==> config.mk <==
export PLATFORM = sky130hd
export DESIGN_NAME = div_sequencer_flat
export DESIGN_NICKNAME = d
export VERILOG_FILES = /design/src/rtl/div_sequencer_if.sv /design/src/rtl/div_sequencer.sv /design/src/flat_wrapper.sv
export SDC_FILE = /design/constraint.sdc
export NUM_CORES = 1
export LEC_CHECK = 0
export CORE_ASPECT_RATIO = 1.4
export CORE_UTILIZATION = 58
export DETAILED_ROUTE_END_ITERATION = 7
export GPL_ROUTABILITY_DRIVEN = 0
export PLACE_DENSITY = 0.89
export SLEW_MARGIN = 20
export SYNTH_ARGS = -nofsm -noshare
export SYNTH_HDL_FRONTEND = slang
export SYNTH_SLANG_ARGS = --single-unit
==> constraint.sdc <==
create_clock -name clock -period 7.7 [get_ports clock]
set_input_delay 1.155 -clock clock [delete_from_list [all_inputs] [get_ports clock]]
set_output_delay 1.155 -clock clock [all_outputs]
set_load 0.01 [all_outputs]
==> src/rtl/div_sequencer_if.sv <==
// Execute-stage divide/HI-LO bundle between decode/ALU (master) and div_sequencer (slave).
// Request fields flow master->slave; status, stall and HI/LO flow back.
interface div_sequencer_if #(parameter int WIDTH = 32);
    logic             start;
    logic [WIDTH-1:0] dividend;
    logic [WIDTH-1:0] divisor;
    logic             flush;
    logic             hilo_read;
    logic             mt_hi;
    logic             mt_lo;
    logic [WIDTH-1:0] mt_data;
    logic             busy;
    logic             done;
    logic             stall;
    logic [WIDTH-1:0] hi;
    logic [WIDTH-1:0] lo;

    modport master (
        output start, dividend, divisor, flush, hilo_read, mt_hi, mt_lo, mt_data,
        input  busy, done, stall, hi, lo
    );

    modport slave (
        input  start, dividend, divisor, flush, hilo_read, mt_hi, mt_lo, mt_data,
        output busy, done, stall, hi, lo
    );
endinterface

==> src/rtl/div_sequencer.sv <==
// WIDTH-step restoring unsigned divider owning HI/LO; result WIDTH+1 edges after start (1 for /0).
// No backpressure on results; stall freezes upstream while any HI/LO user meets a RUN.
module div_sequencer #(
    parameter int WIDTH = 32
) (
    input  logic           clock,
    input  logic           reset_n,
    div_sequencer_if.slave bus
);

    localparam int CW = (WIDTH > 1) ? $clog2(WIDTH) : 1;

    typedef enum logic [1:0] {IDLE, RUN, DONE} state_t;

    state_t           state;
    state_t           state_nx;
    logic [CW-1:0]    cnt;
    logic [WIDTH-1:0] rem;
    logic [WIDTH-1:0] quo;
    logic [WIDTH-1:0] dvsr;
    logic [WIDTH-1:0] hi_q;
    logic [WIDTH-1:0] lo_q;

    logic             accept;
    logic             div_zero;
    logic             last_step;
    logic             stall_i;
    logic             step_ge;
    logic [WIDTH:0]   rem_sh;
    logic [WIDTH:0]   diff;
    logic [WIDTH-1:0] rem_nx;
    logic [WIDTH-1:0] quo_nx;

    assign accept    = (state != RUN) && bus.start && !bus.flush;
    assign div_zero  = (bus.divisor == '0);
    assign last_step = (state == RUN) && !bus.flush && (cnt == CW'(WIDTH - 1));
    assign stall_i   = (state == RUN) && (bus.start || bus.hilo_read || bus.mt_hi || bus.mt_lo);

    // One restoring step; a clear borrow out of the WIDTH+1 bit subtract means rem_sh >= divisor.
    assign rem_sh  = {rem, quo[WIDTH-1]};
    assign diff    = rem_sh - {1'b0, dvsr};
    assign step_ge = !diff[WIDTH];
    assign rem_nx  = step_ge ? diff[WIDTH-1:0] : rem_sh[WIDTH-1:0];
    assign quo_nx  = {quo[WIDTH-2:0], step_ge};

    always_ff @(posedge clock or negedge reset_n) begin
        if (!reset_n) begin
            state <= IDLE;
        end else begin
            state <= state_nx;
        end
    end

    always_comb begin
        state_nx = state;
        case (state)
            IDLE, DONE: begin
                if (accept) begin
                    state_nx = div_zero ? DONE : RUN;
                end else begin
                    state_nx = IDLE;
                end
            end
            RUN: begin
                if (bus.flush) begin
                    state_nx = IDLE;
                end else if (cnt == CW'(WIDTH - 1)) begin
                    state_nx = DONE;
                end
            end
            default: state_nx = IDLE;
        endcase
    end

    always_ff @(posedge clock or negedge reset_n) begin
        if (!reset_n) begin
            cnt  <= '0;
            rem  <= '0;
            quo  <= '0;
            dvsr <= '0;
        end else if (accept) begin
            cnt  <= '0;
            rem  <= '0;
            quo  <= bus.dividend;
            dvsr <= bus.divisor;
        end else if (state == RUN) begin
            cnt  <= cnt + 1'b1;
            rem  <= rem_nx;
            quo  <= quo_nx;
        end
    end

    // Divide results win over MTHI/MTLO landing on the same edge.
    always_ff @(posedge clock or negedge reset_n) begin
        if (!reset_n) begin
            hi_q <= '0;
            lo_q <= '0;
        end else if (accept && div_zero) begin
            hi_q <= bus.dividend;
            lo_q <= '1;
        end else if (last_step) begin
            hi_q <= rem_nx;
            lo_q <= quo_nx;
        end else if (!stall_i) begin
            if (bus.mt_hi) hi_q <= bus.mt_data;
            if (bus.mt_lo) lo_q <= bus.mt_data;
        end
    end

    always_comb begin
        bus.busy  = (state == RUN);
        bus.done  = (state == DONE);
        bus.stall = stall_i;
        bus.hi    = hi_q;
        bus.lo    = lo_q;
    end

endmodule

==> src/flat_wrapper.sv <==
// flat-port wrapper written by rule: the top's interface ports become plain ports
module div_sequencer_flat 
#(
    parameter int WIDTH = 32
)
  (clock, reset_n, bus_start, bus_dividend, bus_divisor, bus_flush, bus_hilo_read, bus_mt_hi, bus_mt_lo, bus_mt_data, bus_busy, bus_done, bus_stall, bus_hi, bus_lo);
  div_sequencer_if #(.WIDTH(WIDTH)) bus_i ();
  input  logic clock;
  input  logic reset_n;
  input wire logic [$bits(bus_i.start)-1:0] bus_start;
  input wire logic [$bits(bus_i.dividend)-1:0] bus_dividend;
  input wire logic [$bits(bus_i.divisor)-1:0] bus_divisor;
  input wire logic [$bits(bus_i.flush)-1:0] bus_flush;
  input wire logic [$bits(bus_i.hilo_read)-1:0] bus_hilo_read;
  input wire logic [$bits(bus_i.mt_hi)-1:0] bus_mt_hi;
  input wire logic [$bits(bus_i.mt_lo)-1:0] bus_mt_lo;
  input wire logic [$bits(bus_i.mt_data)-1:0] bus_mt_data;
  output wire logic [$bits(bus_i.busy)-1:0] bus_busy;
  output wire logic [$bits(bus_i.done)-1:0] bus_done;
  output wire logic [$bits(bus_i.stall)-1:0] bus_stall;
  output wire logic [$bits(bus_i.hi)-1:0] bus_hi;
  output wire logic [$bits(bus_i.lo)-1:0] bus_lo;
  assign bus_i.start = bus_start;
  assign bus_i.dividend = bus_dividend;
  assign bus_i.divisor = bus_divisor;
  assign bus_i.flush = bus_flush;
  assign bus_i.hilo_read = bus_hilo_read;
  assign bus_i.mt_hi = bus_mt_hi;
  assign bus_i.mt_lo = bus_mt_lo;
  assign bus_i.mt_data = bus_mt_data;
  assign bus_busy = bus_i.busy;
  assign bus_done = bus_i.done;
  assign bus_stall = bus_i.stall;
  assign bus_hi = bus_i.hi;
  assign bus_lo = bus_i.lo;
  div_sequencer #(.WIDTH(WIDTH)) u_core (.clock(clock), .reset_n(reset_n), .bus(bus_i));
endmodule
Word-level counts from Yosys, hierarchy flattened
Index checks and enable logic that the tools add are counted.
Operators by class
  add/sub/neg operators: 2
  eq/ne operators: 6
  muxes and demuxes: 20
  reductions and logical operators: 19
Operators with widths (count)
  2-to-1 mux 32 bit: 13
  subtractor 33 x 32 -> 33 bit: 1
  logical NOT 32 bit: 1
  2-to-1 mux 5 bit: 2
  2-to-1 mux 2 bit: 4
  logical AND 1 bit: 6
  nonzero test 3 bit: 2
  adder 5 x 1 -> 5 bit, second input constant: 1
  equality test 5 bit, second input constant: 1
  one-hot mux 2 bit (2 select lines): 1
  AND reduction 2 bit: 2
  logical OR 1 bit: 3
  inequality test 3 x 1 -> 1 bit, second input constant: 1
  inequality test 3 x 2 -> 1 bit, second input constant: 1
  equality test 2 x 1 -> 1 bit, second input constant: 1
  equality test 2 bit, second input constant: 1
  logical NOT 1 bit: 2
  logical NOT 2 bit: 1
  inequality test 2 x 1 -> 1 bit, second input constant: 1
  nonzero test 2 bit: 1
  OR reduction 2 bit: 1
Word-level totals
  register bits after elaboration: 167
  bits of input ports: 103
  output and inout port bits: 67
  logic and storage cells: 54

Depth between registers and ports, before layout
Gate-level depths: netlist of the first run.
  word-level depth: 7
  mapped depth: 15
  depth with buffers taken out: 13

Worst setup path after synthesis of the first run
Ideal clock, no wire load.
  kind: input -> register
  start point: input port bus_divisor[30]
  end point: register u_core.hi_q[26] (netlist: u_core.bus.hi[26])
  library setup time: 132 ps
  arrival: 2917 ps
  required time: 7568 ps
  path slack: 4651 ps
  stages on the path: 9
  buffers on the path: 1
  cell sequence: nor4_1 > nand2_1 > nor4_1 > nand2_1 > nand2_1 > clkbuf_1 > nor2_1 > a221oi_1 > o21ai_1
Between the ends
  longest elaborated chain between the ends: 4
  elaborated cells between the ends (all ways): 6
  those cells by class: 1 x eq/ne; 1 x mux; 4 x reduce/logical
RTL lines
  from (decl): RTL line flat_wrapper.sv:12  | input wire logic [$bits(bus_i.divisor)-1:0] bus_divisor;
  logical NOT 32 bit (*): RTL line div_sequencer.sv:35  | assign div_zero = (bus.divisor == '0);
  logical AND 1 bit (*): RTL line div_sequencer.sv:98  | end else if (accept && div_zero) begin
  inequality test 3 x 1 -> 1 bit (no line) or nonzero test 3 bit (tied branches)
  AND reduction 2 bit (no line)
  to (signal assigned): RTL line div_sequencer.sv:99  | hi_q <= bus.dividend;
  to (signal assigned): RTL line div_sequencer.sv:102  | hi_q <= rem_nx;
  to (signal assigned): RTL line div_sequencer.sv:105  | if (bus.mt_hi) hi_q <= bus.mt_data;
  to (decl): RTL line div_sequencer.sv:21  | logic [WIDTH-1:0] hi_q;
Every way passes the cells marked *; elsewhere a longest branch is shown, timed or not.
A chain may end at the register's enable or synchronous reset.

Worst setup path after layout of the first run
  start point: input port bus_divisor[5]
  end point: register u_core.hi_q[26] (netlist: u_core.bus.hi[26])
The elaborated chain is that of the path after synthesis.

==> results of run 1 <==
-- routing by layer --
metal  vias to the layer above  part of all wire (%)
li1                       4112                     -
met1                      4248                    39
met2                       574                    48
met3                       106                   8.6
met4                         0                   4.3
met5                         -                     0
-- sequential cells by signal, indices dropped and copies added (netlist names) --
name,cells
u_core.dvsr,32
u_core.bus.hi,32
u_core.rem,32
u_core.bus.lo,32
u_core.cnt,5
u_core.state,2
u_core.quo,32
-- stage by stage --
step | utilization [%] | area, µm² | instances | hold slack (ns) | worst slack [ns]
after floorplan | - | 9480 | 1088 | 0.443 | 4.65
after global placement | 70.8 | 11200 | 1392 | 0.464 | 2.47
after detailed placement | 70.8 | 11200 | 1392 | 0.483 | 2.27
after CTS | 74.6 | 11800 | 1422 | 0.488 | 2.67
after global routing | 74.7 | 11800 | 1422 | 0.525 | 2.50
final | 74.7 | 11800 | 1422 | 0.496 | 2.78
-- worst min-delay path by stage --
stage	start	cells after the start	slack, ns	end
2_1_floorplan	u_core.cnt[3]	1	0.44	u_core.cnt[3]
3_3_place_gp	u_core.cnt[3]	1	0.46	u_core.cnt[3]
3_5_place_dp	u_core.cnt[3]	1	0.48	u_core.cnt[3]
4_1_cts	u_core.cnt[3]	1	0.49	u_core.cnt[3]
5_1_grt	u_core.cnt[3]	1	0.52	u_core.cnt[3]
6_report	u_core.cnt[3]	1	0.50	u_core.cnt[3]
-- report_power, final --
group | internal (mW) | total, mW | leakage, nW | switching, mW
Clock | 0.541 | 0.897 | 0.282 | 0.356
Sequential | 1.06 | 1.21 | 2.02 | 0.148
Combinational | 0.775 | 1.92 | 2.79 | 1.14
-- layout make-up --
class                   count  area [µm²]  share of cell area (%)
clock buffers              19         433                    3.67
flip-flops and latches    167        4180                    35.4
inverters                  44         165                    1.40
well taps                 196         245                    2.08
multi-input cells         806        4840                    41.0
repair buffers            179        1770                    15.0
clock inverters            11         176                    1.49
-- cell families (layout without fill, tap and decap cells) --
| logic type | Yosys count | in the layout | synth area share (%) |
|---|---|---|---|
| and+or+nand+nor | 379 | 379 | 16.9 |
| AOI/OAI and AO/OA | 333 | 333 | 23.3 |
| DFF | 167 | 167 | 44.1 |
| buffers and inverters | 115 | 253 | 5.25 |
| adders and majority gates | 35 | 35 | 4.70 |
| muxes | 30 | 30 | 3.18 |
| xor gates and xnor gates | 29 | 29 | 2.68 |
-- cells in the final DEF, fill, tap and decap left out, types with 12 or more instances in the layout --
master / count
sky130_fd_sc_hd__a41oi_1: 23
sky130_fd_sc_hd__o21ai_0: 49
sky130_fd_sc_hd__ha_1: 34
sky130_fd_sc_hd__nor2_1: 106
sky130_fd_sc_hd__dfrtp_1: 167
sky130_fd_sc_hd__a22oi_1: 20
sky130_fd_sc_hd__xor2_1: 12
sky130_fd_sc_hd__xnor2_1: 17
sky130_fd_sc_hd__a21o_1: 14
sky130_fd_sc_hd__inv_1: 44
sky130_fd_sc_hd__clkdlybuf4s50_1: 168
sky130_fd_sc_hd__a21oi_1: 54
sky130_fd_sc_hd__o21ai_1: 42
sky130_fd_sc_hd__nand2_1: 207
sky130_fd_sc_hd__a31oi_1: 44
sky130_fd_sc_hd__clkbuf_16: 17
sky130_fd_sc_hd__o221ai_1: 19
sky130_fd_sc_hd__mux2i_1: 29
==> results_tabular.tex, run 1 <==
\begin{tabular}{lr}
\hline
Metric & Value \\
\hline
\multicolumn{2}{l}{\textbf{GRT}} \\
\quad Highest-utilization routing layer at the global route stage & met2 \\
\quad Number of antenna violations at the first check in global routing & 0 \\
\quad Met1 Resource Use GR & between 40\% and 50\% \\
\quad GRT Resource Usage Total & 34.4\% \\
\quad Global-route wire length before repair & 44700 µm \\
\quad Vias in the first global route & a little under 9000 \\
\quad GR Layer Usage met3 & under 10\% \\
\quad Pin count of the biggest net entering global routing & 100 \\
\quad GR Layer Usage met2 & 55.0\% \\
\quad GRT overflow & 0 \\
\multicolumn{2}{l}{\textbf{Timing}} \\
\quad RSZ-0062 raised after global routing & false \\
\quad Hold Violations, Final & 0 \\
\quad Final setup violation count & 0 \\
\quad Total Negative Setup Slacks & 0 ns \\
\quad Final-report max-slew violation count & 0 \\
\quad Period utilization & a little under two thirds \\
\quad Actual transition at the worst max-transition pin & 1.12 ns \\
\quad Worst slew margin relative to its limit & between 20\% and 30\% \\
\quad Max Clock Skew & 0.00956 ns \\
\quad Post-layout minimum cycle time & just under 5 ns \\
\quad Maximum clock rate & 0.203 GHz \\
\multicolumn{2}{l}{\textbf{Yosys}} \\
\quad Top cell type by total area after synthesis & sky130\_fd\_sc\_hd\_\_dfrtp\_1 \\
\quad Cell types occupying the most area after synthesis & sky130\_fd\_sc\_hd\_\_dfrtp\_1 (44\%), sky130\_fd\_sc\_hd\_\_nand2\_1 (8.2\%), sky130\_fd\_sc\_hd\_\_ha\_1 (4.5\%) \\
\quad Sequential area share after synthesis & 44.1\% \\
\quad Total number of yosys warnings & 0 \\
\quad Number of nets in the synthesized netlist & 1226 \\
\quad EDFF count, synth & 0 \\
\quad Main synth FF type & sky130\_fd\_sc\_hd\_\_dfrtp\_1 \\
\quad Seq cells post-synth & 167 \\
\quad Post-synthesis instance area & roughly 9500 µm² \\
\quad Post-synthesis cell type count & 67 \\
\quad Post-synth ARST share & between 90\% and 100\% \\
\quad Most frequent cells after synthesis & sky130\_fd\_sc\_hd\_\_nand2\_1 (208), sky130\_fd\_sc\_hd\_\_dfrtp\_1 (167), sky130\_fd\_sc\_hd\_\_nor2\_1 (110) \\
\quad Share of the synthesized area in the top cell type & between 40\% and 50\% \\
\quad Synthesized instance count & between 1000 and 1500 \\
\quad Most common cell in the netlist & sky130\_fd\_sc\_hd\_\_nand2\_1 \\
\quad Per-instance average area after synthesis & approximately 8.7 µm² \\
\multicolumn{2}{l}{\textbf{Die}} \\
\quad Boundary pin count & 170 \\
\quad Rows & 54 \\
\quad Die span in y & approximately 150 µm \\
\quad Effective utilization at floorplan & between 50\% and 60\% \\
\quad Core area & approximately 16000 µm² \\
\quad Area enclosed by the die boundary & 16900 µm² \\
\quad Chip Width & $\sim$110 µm \\
\multicolumn{2}{l}{\textbf{Detailed routing}} \\
\quad First-pass detailed-route iteration total & 6 \\
\quad Detail-routed via count per cell & approximately 6.4 \\
\quad DRC violation total after the first TritonRoute iteration & slightly below 900 \\
\quad Average routed wire per standard cell & about 20 µm \\
\quad Total via count in the routed design & between 9000 and 10000 \\
\quad Final wirelength & approximately 28000 µm \\
\quad Post-DRT Antenna Nets & 0 \\
\quad DRC errors left & 0 \\
\multicolumn{2}{l}{\textbf{Layout}} \\
\quad Ant diodes & 0 \\
\quad \# fillers & roughly 1100 \\
\quad Layout-stage area growth over the synthesis result & 24.5\% \\
\quad Net total in the final layout & roughly 1400 \\
\quad Share of post-route cells with drive strength above 1 & about 5.2\% \\
\multicolumn{2}{l}{\textbf{Critical path}} \\
\quad Worst setup path class & input pin to flop \\
\quad Register-to-Register Path Depth & 13 \\
\quad End point of the critical path & u\_core.bus.hi[26] \\
\quad Crit-path max cell delay & 0.82 ns \\
\quad Launch point of the worst reg-to-reg path & u\_core.quo[31] \\
\quad Largest delay share family, worst path & simple AND/OR/NAND/NOR gates \\
\quad Critical path cell sequence & clkdlybuf4s50\_1 > nor4\_1 > nand2\_1 > nor4\_1 > nand2\_1 > buf\_4 > nand2\_1 > nor2\_1 > a221oi\_1 > o21ai\_1 \\
\quad Number of gates on the worst path with buffers counted & 10 \\
\quad Number of buffers and inverters on the critical path & 2 \\
\quad Element type at the critical path start & input pin \\
\quad Most used cell along the critical path & sky130\_fd\_sc\_hd\_\_nand2\_1 \\
\quad Endpoint of the most critical register-to-register path & u\_core.bus.hi[23] \\
\quad Worst path slowest cell & sky130\_fd\_sc\_hd\_\_nor4\_1 \\
\quad Data arrival time at the worst-slack endpoint & roughly 5.2 ns \\
\quad Worst setup path startpoint & bus\_divisor[5] \\
\quad Endpoint required time on the critical path & approximately 8 ns \\
\quad Register-to-Register Setup Slack & between 3 and 4 ns \\
\quad Worst Setup End Kind & flop \\
\quad Worst-path maximum fanout & 31 \\
\multicolumn{2}{l}{\textbf{Clock tree}} \\
\quad Later-pin clock latency in the skew report & between 0.4 and 0.5 ns \\
\quad CTS buffer count & 17 \\
\quad Post-CTS resize count & 0 \\
\quad Number of H-tree branching levels & 4 \\
\quad Hold\_buf cts & 0 \\
\quad Buffer type at the clock tree root & sky130\_fd\_sc\_hd\_\_clkbuf\_16 \\
\quad CTS tree & yes \\
\quad Number of sinks handled by clock tree synthesis & 167 \\
\quad Max Root-Sink Buffers & 2 \\
\quad Post-CTS setup-driven buffer insertion count & 0 \\
\quad Clock transition time at the flip-flop clock pins of the worst setup and hold paths & roughly 0.060 ns \\
\multicolumn{2}{l}{\textbf{Power}} \\
\quad Overall power of the completed layout & between 4 and 5 mW \\
\quad Pwr per Cell Area & roughly 340 nW/µm² \\
\quad Leakage dissipation & 5.09 nW \\
\quad Peak supply drop & about 0.18 mV \\
\multicolumn{2}{l}{\textbf{Hold path}} \\
\quad Class of the tightest hold or removal check & flop to flop \\
\multicolumn{2}{l}{\textbf{Placement}} \\
\quad HPWL after DPL & 18700 µm \\
\quad \# port buffers & 169 \\
\multicolumn{2}{l}{\textbf{Run status}} \\
\quad Status & finished clean \\
\multicolumn{2}{l}{\textbf{Job}} \\
\quad Maximum Capacitance Violations & 0 \\
\hline
\end{tabular}
No activity file was read; power rests on OpenSTA's default activity.
==> inputs of run 2 (changes only) <==
- CORE_UTILIZATION: 58 -> 54
- PLACE_DENSITY: 0.89 -> 0.84
- clock period: 7.7 -> 4.9 ns (I/O delays scaled with it)
==> run 2 against run 1 <==
Die area increased by 7.3%. Critical path depth increased by 3. Combinational power increased by 58%. Largest power group unchanged.
==> results_tabular.tex, run 2 (synthesis gave the netlist of run 1 again) <==
\begin{tabular}{lr}
\hline
Metric & Value \\
\hline
\multicolumn{2}{l}{\textbf{Placement}} \\
\quad Cell count after placement & 1439 (was 1392) \\
\quad Post-placement worst setup slack & 0.943 ns (was 2.27 ns) \\
\quad \# port buffers & 169 (unchanged) \\
\quad HPWL after DPL & 20000 µm (was 18700 µm) \\
\quad Placed cell areas & 11300 µm² (was 11200 µm²) \\
\multicolumn{2}{l}{\textbf{Critical path}} \\
\quad Number of buffers and inverters on the critical path & 2 (unchanged) \\
\quad Worst Setup End Kind & flop (unchanged) \\
\quad Launch point of the worst reg-to-reg path & u\_core.quo[31] (unchanged) \\
\quad Element type at the critical path start & flop (was input pin) \\
\quad Endpoint required time on the critical path & 5.17 ns (was 7.98 ns) \\
\quad Critical path cell sequence & inv\_1 > ha\_1 > inv\_1 > fa\_1 > a211oi\_2 > o21ai\_1 > o21ai\_2 > a21oi\_1 > o21a\_1 > o31a\_4 > nor2\_8 > mux2i\_1 > o221ai\_1 (was clkdlybuf4s50\_1 > nor4\_1 > nand2\_1 > nor4\_1 > nand2\_1 > buf\_4 > nand2\_1 > nor2\_1 > a221oi\_1 > o21ai\_1) \\
\quad Worst setup path startpoint & u\_core.quo[31] (was bus\_divisor[5]) \\
\quad Data arrival time at the worst-slack endpoint & 4.26 ns (was 5.21 ns) \\
\quad Worst path slowest cell & sky130\_fd\_sc\_hd\_\_nor2\_8 (was sky130\_fd\_sc\_hd\_\_nor4\_1) \\
\quad Most used cell along the critical path & sky130\_fd\_sc\_hd\_\_inv\_1 (was sky130\_fd\_sc\_hd\_\_nand2\_1) \\
\quad Worst-path maximum fanout & 36 (was 31) \\
\quad Largest delay share family, worst path & compound AO/OA/AOI/OAI gates (was simple AND/OR/NAND/NOR gates) \\
\quad Worst setup path class & flop to flop (was input pin to flop) \\
\quad Crit-path max cell delay & 0.61 ns (was 0.82 ns) \\
\multicolumn{2}{l}{\textbf{Clock tree}} \\
\quad Clock transition time at the flip-flop clock pins of the worst setup and hold paths & 0.06 ns (about the same) \\
\quad Later-pin clock latency in the skew report & 0.43 ns (was 0.42 ns) \\
\quad Post-CTS setup-driven buffer insertion count & 0 (unchanged) \\
\quad Hold\_buf cts & 0 (unchanged) \\
\quad Number of H-tree branching levels & 4 (unchanged) \\
\quad Max Root-Sink Buffers & 2 (unchanged) \\
\quad CTS buffer count & 17 (unchanged) \\
\quad Number of sinks handled by clock tree synthesis & 167 (unchanged) \\
\quad Buffer type at the clock tree root & sky130\_fd\_sc\_hd\_\_clkbuf\_16 (unchanged) \\
\quad CTS tree & yes (unchanged) \\
\quad Post-CTS resize count & 0 (unchanged) \\
\multicolumn{2}{l}{\textbf{GRT}} \\
\quad GRT overflow & 0 (unchanged) \\
\quad Number of antenna violations at the first check in global routing & 0 (unchanged) \\
\quad GRT Resource Usage Total & 32.9\% (was 34.4\%) \\
\quad Vias in the first global route & 9047 (was 8896) \\
\quad Pin count of the biggest net entering global routing & 100 (unchanged) \\
\quad Global-route wire length before repair & 46600 µm (was 44700 µm) \\
\multicolumn{2}{l}{\textbf{Layout}} \\
\quad Non-filler instance count after layout & 1470 (was 1422) \\
\quad Final Util & 68.9\% (was 74.7\%) \\
\quad Post-layout instance area & 11900 µm² (was 11800 µm²) \\
\quad Layout-stage area growth over the synthesis result & 25.4\% (was 24.5\%) \\
\quad Share of post-route cells with drive strength above 1 & 6.00\% (was 5.22\%) \\
\quad Net total in the final layout & 1360 (was 1353) \\
\quad Ant diodes & 0 (unchanged) \\
\quad Leading cell type in the layout, fill and taps excluded & sky130\_fd\_sc\_hd\_\_nand2\_1 (unchanged) \\
\quad Top library cells by usage in the layout, fill and taps aside & sky130\_fd\_sc\_hd\_\_nand2\_1 (207), sky130\_fd\_sc\_hd\_\_clkdlybuf4s50\_1 (168), sky130\_fd\_sc\_hd\_\_dfrtp\_1 (167), sky130\_fd\_sc\_hd\_\_nor2\_1 (106), sky130\_fd\_sc\_hd\_\_a21oi\_1 (54) (unchanged) \\
\multicolumn{2}{l}{\textbf{Power}} \\
\quad Switching power of the nets & 2.61 mW (was 1.64 mW) \\
\quad Overall power of the completed layout & 6.28 mW (was 4.03 mW) \\
\quad Combinational power share & 48.2\% (was 47.6\%) \\
\quad Internal & 3.67 mW (was 2.38 mW) \\
\quad Share of power burned in registers & 30.5\% (was 30.1\%) \\
\quad Peak supply drop & 0.298 mV (was 0.178 mV) \\
\quad Share of total power consumed by net switching & 41.6\% (was 40.9\%) \\
\quad Leakage dissipation & 5.13 nW (was 5.09 nW) \\
\quad Clock share of power & 21.3\% (was 22.3\%) \\
\quad Pwr per Cell Area & 528 nW/µm² (was 341 nW/µm²) \\
\multicolumn{2}{l}{\textbf{Detailed routing}} \\
\quad DRC errors left & 0 (unchanged) \\
\quad Total via count in the routed design & 9153 (was 9040) \\
\quad Detail-routed via count per cell & 6.23 (was 6.36) \\
\quad DRC violation total after the first TritonRoute iteration & 873 (was 872) \\
\quad Final wirelength & 28600 µm (was 27700 µm) \\
\quad Average routed wire per standard cell & 19.5 µm (about the same) \\
\quad Post-DRT Antenna Nets & 0 (unchanged) \\
\quad First-pass detailed-route iteration total & 5 (was 6) \\
\multicolumn{2}{l}{\textbf{Job}} \\
\quad Maximum Capacitance Violations & 0 (unchanged) \\
\multicolumn{2}{l}{\textbf{Timing}} \\
\quad RSZ-0062 raised after global routing & false (unchanged) \\
\quad Final setup violation count & 0 (unchanged) \\
\quad Max Clock Skew & 0.00813 ns (was 0.00956 ns) \\
\quad Maximum clock rate & 0.251 GHz \\
\quad Actual transition at the worst max-transition pin & 1.00 ns (was 1.12 ns) \\
\quad Total Negative Setup Slacks & 0 ns (unchanged) \\
\quad PnR worst setup slack & 0.910 ns (was 2.78 ns) \\
\quad Hold Violations, Final & 0 (unchanged) \\
\quad Post-layout minimum cycle time & approximately 4.0 ns \\
\quad Period utilization & 81.4\% \\
\quad Final hold slack & 0.389 ns (was 0.496 ns) \\
\quad Final-report max-slew violation count & 0 (unchanged) \\
\quad Worst slew margin relative to its limit & 33.1\% (was 25.3\%) \\
\multicolumn{2}{l}{\textbf{Die}} \\
\quad Effective utilization at floorplan & 54.9\% (was 60.0\%) \\
\quad Rows & 57 (was 54) \\
\quad Area enclosed by the die boundary & 18100 µm² (was 16900 µm²) \\
\quad Core area & 17300 µm² (was 15800 µm²) \\
\quad Die span in y & 159 µm (was 153 µm) \\
\quad Boundary pin count & 170 (unchanged) \\
\quad Chip Width & 114 µm (was 110 µm) \\
\multicolumn{2}{l}{\textbf{Hold path}} \\
\quad Class of the tightest hold or removal check & input pin to async pin (was flop to flop) \\
\multicolumn{2}{l}{\textbf{Run status}} \\
\quad Status & finished clean (unchanged) \\
\hline
\end{tabular}
-- run 2: cell type report --
type,count,area (µm²)
fillers,1316,5370
multi-input cells,806,4830
clock buffers,19,453
flip-flops and latches,167,4180
clock inverters,12,128
well taps,236,295
inverters,44,165
repair buffers,186,1830
-- run 2: worst paths after layout --
| check | endpoint | slack (ns) | cells after the start |
|---|---|---|---|
| hold / removal | u_core.dvsr[28] | 0.39 | 1 |
| setup / recovery | u_core.bus.hi[25] | 0.91 | 13 |
| setup reg to reg | u_core.bus.hi[25] | 0.91 | 13 |
| min in group clock | u_core.cnt[4] | 0.51 | 1 |
| max in group asynchronous | u_core.rem[27] | 3.40 | 2 |
| hold reg to reg | u_core.cnt[4] | 0.51 | 1 |
-- run 2: routing by layer --
layer / track usage (%) / part of all wire, % / vias to the layer above
li1: - / - / 4137
met1: 42.6 / 39 / 4398
met2: 52.5 / 48 / 501
met3: 5.76 / 7.6 / 117
met4: 17.1 / 4.7 / 0
met5: 0 / 0 / -
-- run 2: power groups by stage --
stage                     Sequential [mW]  Clock (mW)  Combinational [mW]
after floorplan                      1.88           0                2.14
after global placement               1.92           0                2.85
after detailed placement             1.92           0                2.92
after CTS                            1.90        1.34                2.97
after global routing                 1.94        1.40                3.27
final                                1.91        1.34                3.03
-- run 2: worst register-to-register path: stages, from the launching register on --
cell and delay, ns:
sky130_fd_sc_hd__dfrtp_1 0.38, sky130_fd_sc_hd__inv_1 0.10, sky130_fd_sc_hd__ha_1 0.20, sky130_fd_sc_hd__inv_1 0.06, sky130_fd_sc_hd__fa_1 0.44, sky130_fd_sc_hd__a211oi_2 0.25
sky130_fd_sc_hd__o21ai_1 0.20, sky130_fd_sc_hd__o21ai_2 0.23, sky130_fd_sc_hd__a21oi_1 0.14, sky130_fd_sc_hd__o21a_1 0.22, sky130_fd_sc_hd__o31a_4 0.32, sky130_fd_sc_hd__nor2_8 0.61
sky130_fd_sc_hd__mux2i_1 0.45, sky130_fd_sc_hd__o221ai_1 0.22
==> inputs of run 3 (changes only) <==
- CORE_UTILIZATION: 54 -> 48
- PLACE_DENSITY: 0.84 -> 0.79
- clock period: 4.9 -> 3.59 ns (I/O delays scaled with it)
==> run 3 against run 2 <==
Maximum frequency rose by 19%. Final cell count rose by 1.6%. Register-to-register slack got worse by 0.66 ns. Cell area rose by 0.95%. Via count fell by 1.5%. Flip-flop and latch count did not move. Clock skew rose by 0.0031 ns. Critical path depth rose by 1. Clock-buffer cell count fell by 2. Combinational power rose by 36%. Utilization fell by 6.7 points. Hold slack got worse by 0.28 ns.
==> results_tabular.tex, run 3 (synthesis gave the netlist of run 1 again) <==
\begin{tabular}{lr}
\hline
Metric & Value \\
\hline
\multicolumn{2}{l}{\textbf{Run status}} \\
\quad Status & finished clean (unchanged) \\
\multicolumn{2}{l}{\textbf{Timing}} \\
\quad Worst slew margin relative to its limit & 50.9\% (was 33.1\%) \\
\quad Post-layout minimum cycle time & 3.34 ns (was 3.99 ns) \\
\quad Total Negative Setup Slacks & 0 ns (unchanged) \\
\quad RSZ-0062 raised after global routing & false (unchanged) \\
\quad Hold Violations, Final & 0 (unchanged) \\
\quad Final setup violation count & 0 (unchanged) \\
\quad Period utilization & 93.1\% (was 81.4\%) \\
\quad Final hold slack & 0.104 ns (was 0.389 ns) \\
\quad Actual transition at the worst max-transition pin & 0.736 ns (was 1.00 ns) \\
\quad Maximum clock rate & 0.299 GHz (was 0.251 GHz) \\
\quad Final-report max-slew violation count & 0 (unchanged) \\
\quad Max Clock Skew & 0.0113 ns (was 0.00813 ns) \\
\quad PnR worst setup slack & 0.249 ns (was 0.910 ns) \\
\multicolumn{2}{l}{\textbf{Clock tree}} \\
\quad Max Root-Sink Buffers & 2 (unchanged) \\
\quad Clock transition time at the flip-flop clock pins of the worst setup and hold paths & 0.07 ns (was 0.06 ns) \\
\quad Number of H-tree branching levels & 4 (unchanged) \\
\quad Buffer type at the clock tree root & sky130\_fd\_sc\_hd\_\_clkbuf\_16 (unchanged) \\
\quad CTS tree & yes (unchanged) \\
\quad Post-CTS setup-driven buffer insertion count & 0 (unchanged) \\
\quad Number of sinks handled by clock tree synthesis & 167 (unchanged) \\
\quad CTS buffer count & 17 (unchanged) \\
\quad Hold\_buf cts & 0 (unchanged) \\
\quad Later-pin clock latency in the skew report & 0.43 ns (about the same) \\
\multicolumn{2}{l}{\textbf{Power}} \\
\quad Leakage dissipation & 5.19 nW (was 5.13 nW) \\
\quad Peak supply drop & 0.462 mV (was 0.298 mV) \\
\quad Pwr per Cell Area & 711 nW/µm² (was 528 nW/µm²) \\
\multicolumn{2}{l}{\textbf{GRT}} \\
\quad GRT Resource Usage Total & 28.3\% (was 32.9\%) \\
\quad Vias in the first global route & 8748 (was 9047) \\
\quad Global-route wire length before repair & 44800 µm (was 46600 µm) \\
\quad Number of antenna violations at the first check in global routing & 0 (unchanged) \\
\quad Pin count of the biggest net entering global routing & 73 (was 100) \\
\quad GRT overflow & 0 (unchanged) \\
\multicolumn{2}{l}{\textbf{Critical path}} \\
\quad Endpoint required time on the critical path & 3.87 ns (was 5.17 ns) \\
\quad Register-to-Register Path Depth & 14 (was 13) \\
\quad Worst path slowest cell & sky130\_fd\_sc\_hd\_\_fa\_1 (was sky130\_fd\_sc\_hd\_\_nor2\_8) \\
\quad Endpoint of the most critical register-to-register path & u\_core.bus.hi[3] (was u\_core.bus.hi[25]) \\
\quad Data arrival time at the worst-slack endpoint & 3.62 ns (was 4.26 ns) \\
\quad Worst-path maximum fanout & 17 (was 36) \\
\quad Number of buffers and inverters on the critical path & 3 (was 2) \\
\quad Crit-path max cell delay & 0.43 ns (was 0.61 ns) \\
\quad Largest delay share family, worst path & compound AO/OA/AOI/OAI gates (unchanged) \\
\quad Most used cell along the critical path & sky130\_fd\_sc\_hd\_\_inv\_1 (unchanged) \\
\quad Number of gates on the worst path with buffers counted & 14 (was 13) \\
\quad Register-to-Register Setup Slack & 0.25 ns (was 0.91 ns) \\
\quad Worst setup path class & flop to flop (unchanged) \\
\quad Worst Setup End Kind & flop (unchanged) \\
\quad Critical path cell sequence & inv\_1 > ha\_1 > inv\_1 > fa\_1 > a211oi\_2 > o21ai\_1 > o21ai\_2 > a21oi\_1 > o21a\_1 > o31a\_4 > nor2\_8 > buf\_12 > mux2i\_1 > o221ai\_1 (was inv\_1 > ha\_1 > inv\_1 > fa\_1 > a211oi\_2 > o21ai\_1 > o21ai\_2 > a21oi\_1 > o21a\_1 > o31a\_4 > nor2\_8 > mux2i\_1 > o221ai\_1) \\
\quad Launch point of the worst reg-to-reg path & u\_core.quo[31] (unchanged) \\
\quad Element type at the critical path start & flop (unchanged) \\
\multicolumn{2}{l}{\textbf{Detailed routing}} \\
\quad First-pass detailed-route iteration total & 8 (was 5) \\
\quad Total length of routed met3 wires & 2370 µm (was 2180 µm) \\
\quad Final wirelength & 28300 µm (was 28600 µm) \\
\quad Total via count in the routed design & 9012 (was 9153) \\
\quad Detail-routed via count per cell & 6.04 (was 6.23) \\
\quad Highest metal layer with signal wires & met4 (unchanged) \\
\quad Average routed wire per standard cell & 18.9 µm (was 19.5 µm) \\
\quad Post-DRT Antenna Nets & 0 (unchanged) \\
\quad Wire length the detailed router placed on met1 & 11600 µm (was 11200 µm) \\
\quad Total met2 wirelength after detailed routing & 13200 µm (was 13900 µm) \\
\quad DRC errors left & 0 (unchanged) \\
\quad DRC violation total after the first TritonRoute iteration & 900 (was 873) \\
\multicolumn{2}{l}{\textbf{Hold path}} \\
\quad Class of the tightest hold or removal check & input pin to async pin (unchanged) \\
\multicolumn{2}{l}{\textbf{Layout}} \\
\quad Layout-stage area growth over the synthesis result & 26.6\% (was 25.4\%) \\
\quad Net total in the final layout & 1370 (was 1360) \\
\quad Post-layout instance area & 12000 µm² (was 11900 µm²) \\
\quad Share of post-route cells with drive strength above 1 & 6.91\% (was 6.00\%) \\
\quad Leading cell type in the layout, fill and taps excluded & sky130\_fd\_sc\_hd\_\_nand2\_1 (unchanged) \\
\quad Top library cells by usage in the layout, fill and taps aside & sky130\_fd\_sc\_hd\_\_nand2\_1 (207), sky130\_fd\_sc\_hd\_\_clkdlybuf4s50\_1 (168), sky130\_fd\_sc\_hd\_\_dfrtp\_1 (167), sky130\_fd\_sc\_hd\_\_nor2\_1 (106), sky130\_fd\_sc\_hd\_\_a21oi\_1 (54) (unchanged) \\
\quad Non-filler instance count after layout & 1493 (was 1470) \\
\quad Ant diodes & 0 (unchanged) \\
\multicolumn{2}{l}{\textbf{Placement}} \\
\quad \# port buffers & 169 (unchanged) \\
\quad Post-placement worst setup slack & 0.193 ns (was 0.943 ns) \\
\quad Placed cell areas & 11400 µm² (was 11300 µm²) \\
\quad Cell count after placement & 1461 (was 1439) \\
\quad HPWL after DPL & 20700 µm (was 20000 µm) \\
\multicolumn{2}{l}{\textbf{Job}} \\
\quad Maximum Capacitance Violations & 0 (unchanged) \\
\multicolumn{2}{l}{\textbf{Die}} \\
\quad Chip Width & 121 µm (was 114 µm) \\
\quad Area enclosed by the die boundary & 20300 µm² (was 18100 µm²) \\
\quad Effective utilization at floorplan & 49.1\% (was 54.9\%) \\
\quad Core area & 19300 µm² (was 17300 µm²) \\
\quad Die span in y & 168 µm (was 159 µm) \\
\quad Boundary pin count & 170 (unchanged) \\
\quad Rows & 60 (was 57) \\
\hline
\end{tabular}
==> run 3: changes by cell type in the layout (fill, tap and decap cells not counted) <==
cell | previous run | this run
sky130_fd_sc_hd__buf_12 | 1 | 4
sky130_fd_sc_hd__buf_4 | 16 | 22
sky130_fd_sc_hd__buf_6 | 1 | 2
sky130_fd_sc_hd__bufinv_16 | 2 | 0
sky130_fd_sc_hd__clkbuf_8 | 2 | 0
sky130_fd_sc_hd__clkinv_2 | 4 | 2
sky130_fd_sc_hd__clkinv_4 | 1 | 2
sky130_fd_sc_hd__clkinvlp_4 | 4 | 1
sky130_fd_sc_hd__inv_6 | 1 | 6
sky130_fd_sc_hd__inv_8 | 0 | 4
sky130_fd_sc_hd__mux2i_1 | 29 | 28
sky130_fd_sc_hd__mux2i_2 | 0 | 1
==> run 3: layout make-up <==
type	count	area, µm²
sequential	167	4180
tap	248	310
fill	1590	7290
multi-input combinational	806	4840
clock inverter	15	133
timing repair buffer	196	1950
clock buffer	17	425
inverter	44	165
==> run 3: report_power, final <==
part	total, mW	leakage [nW]	switching (mW)	internal (mW)
combinational	4.11	2.89	2.37	1.74
clock	1.79	0.277	0.872	0.918
sequential	2.63	2.02	0.352	2.28
==> run 3: routing by layer <==
metal / track usage, % / vias up
met5: 0 / -
met4: 13.3 / 0
met3: 4.34 / 79
li1: - / 4153
met1: 38.5 / 4331
met2: 44.3 / 449
==> run 3: how the worst max path moves through the flow <==
stage	startpoint	slack, ns	endpoint
after floorplan	u_core.quo[31]	0.57	u_core.bus.hi[10]
after global placement	u_core.quo[31]	0.37	u_core.bus.hi[23]
after detailed placement	u_core.quo[31]	0.19	u_core.bus.hi[23]
after CTS	u_core.quo[31]	0.19	u_core.bus.hi[23]
after global routing	u_core.quo[31]	0.02	u_core.bus.hi[25]
final	u_core.quo[31]	0.25	u_core.bus.hi[3]
==> run 3: through the flow <==
step | total power [mW] | util [%]
after floorplan | 5.49 | -
after global placement | 6.55 | 59.3
after detailed placement | 6.62 | 59.3
after CTS | 8.45 | 62.2
after global routing | 9.00 | 62.2
final | 8.53 | 62.2
==> run 3: timing repair <==
| item | 4_1_cts | 5_1_grt |
|---|---|---|
| hold endpoints to repair | 0 | 0 |
| setup endpoints to repair | 0 | 3 |
| resized for setup | 0 | 2 |
==> run 3: worst register-to-register path: cells and delay by family, from the launching register on <==
kind                     cells  cell delay [ns]
multiplexers                 1             0.29
buffers and inverters        3             0.33
adder cells (fa/ha/maj)      2             0.58
AND/OR/NAND/NOR              1             0.20
AO/OA/AOI/OAI                7             1.43
flip-flops                   1             0.38
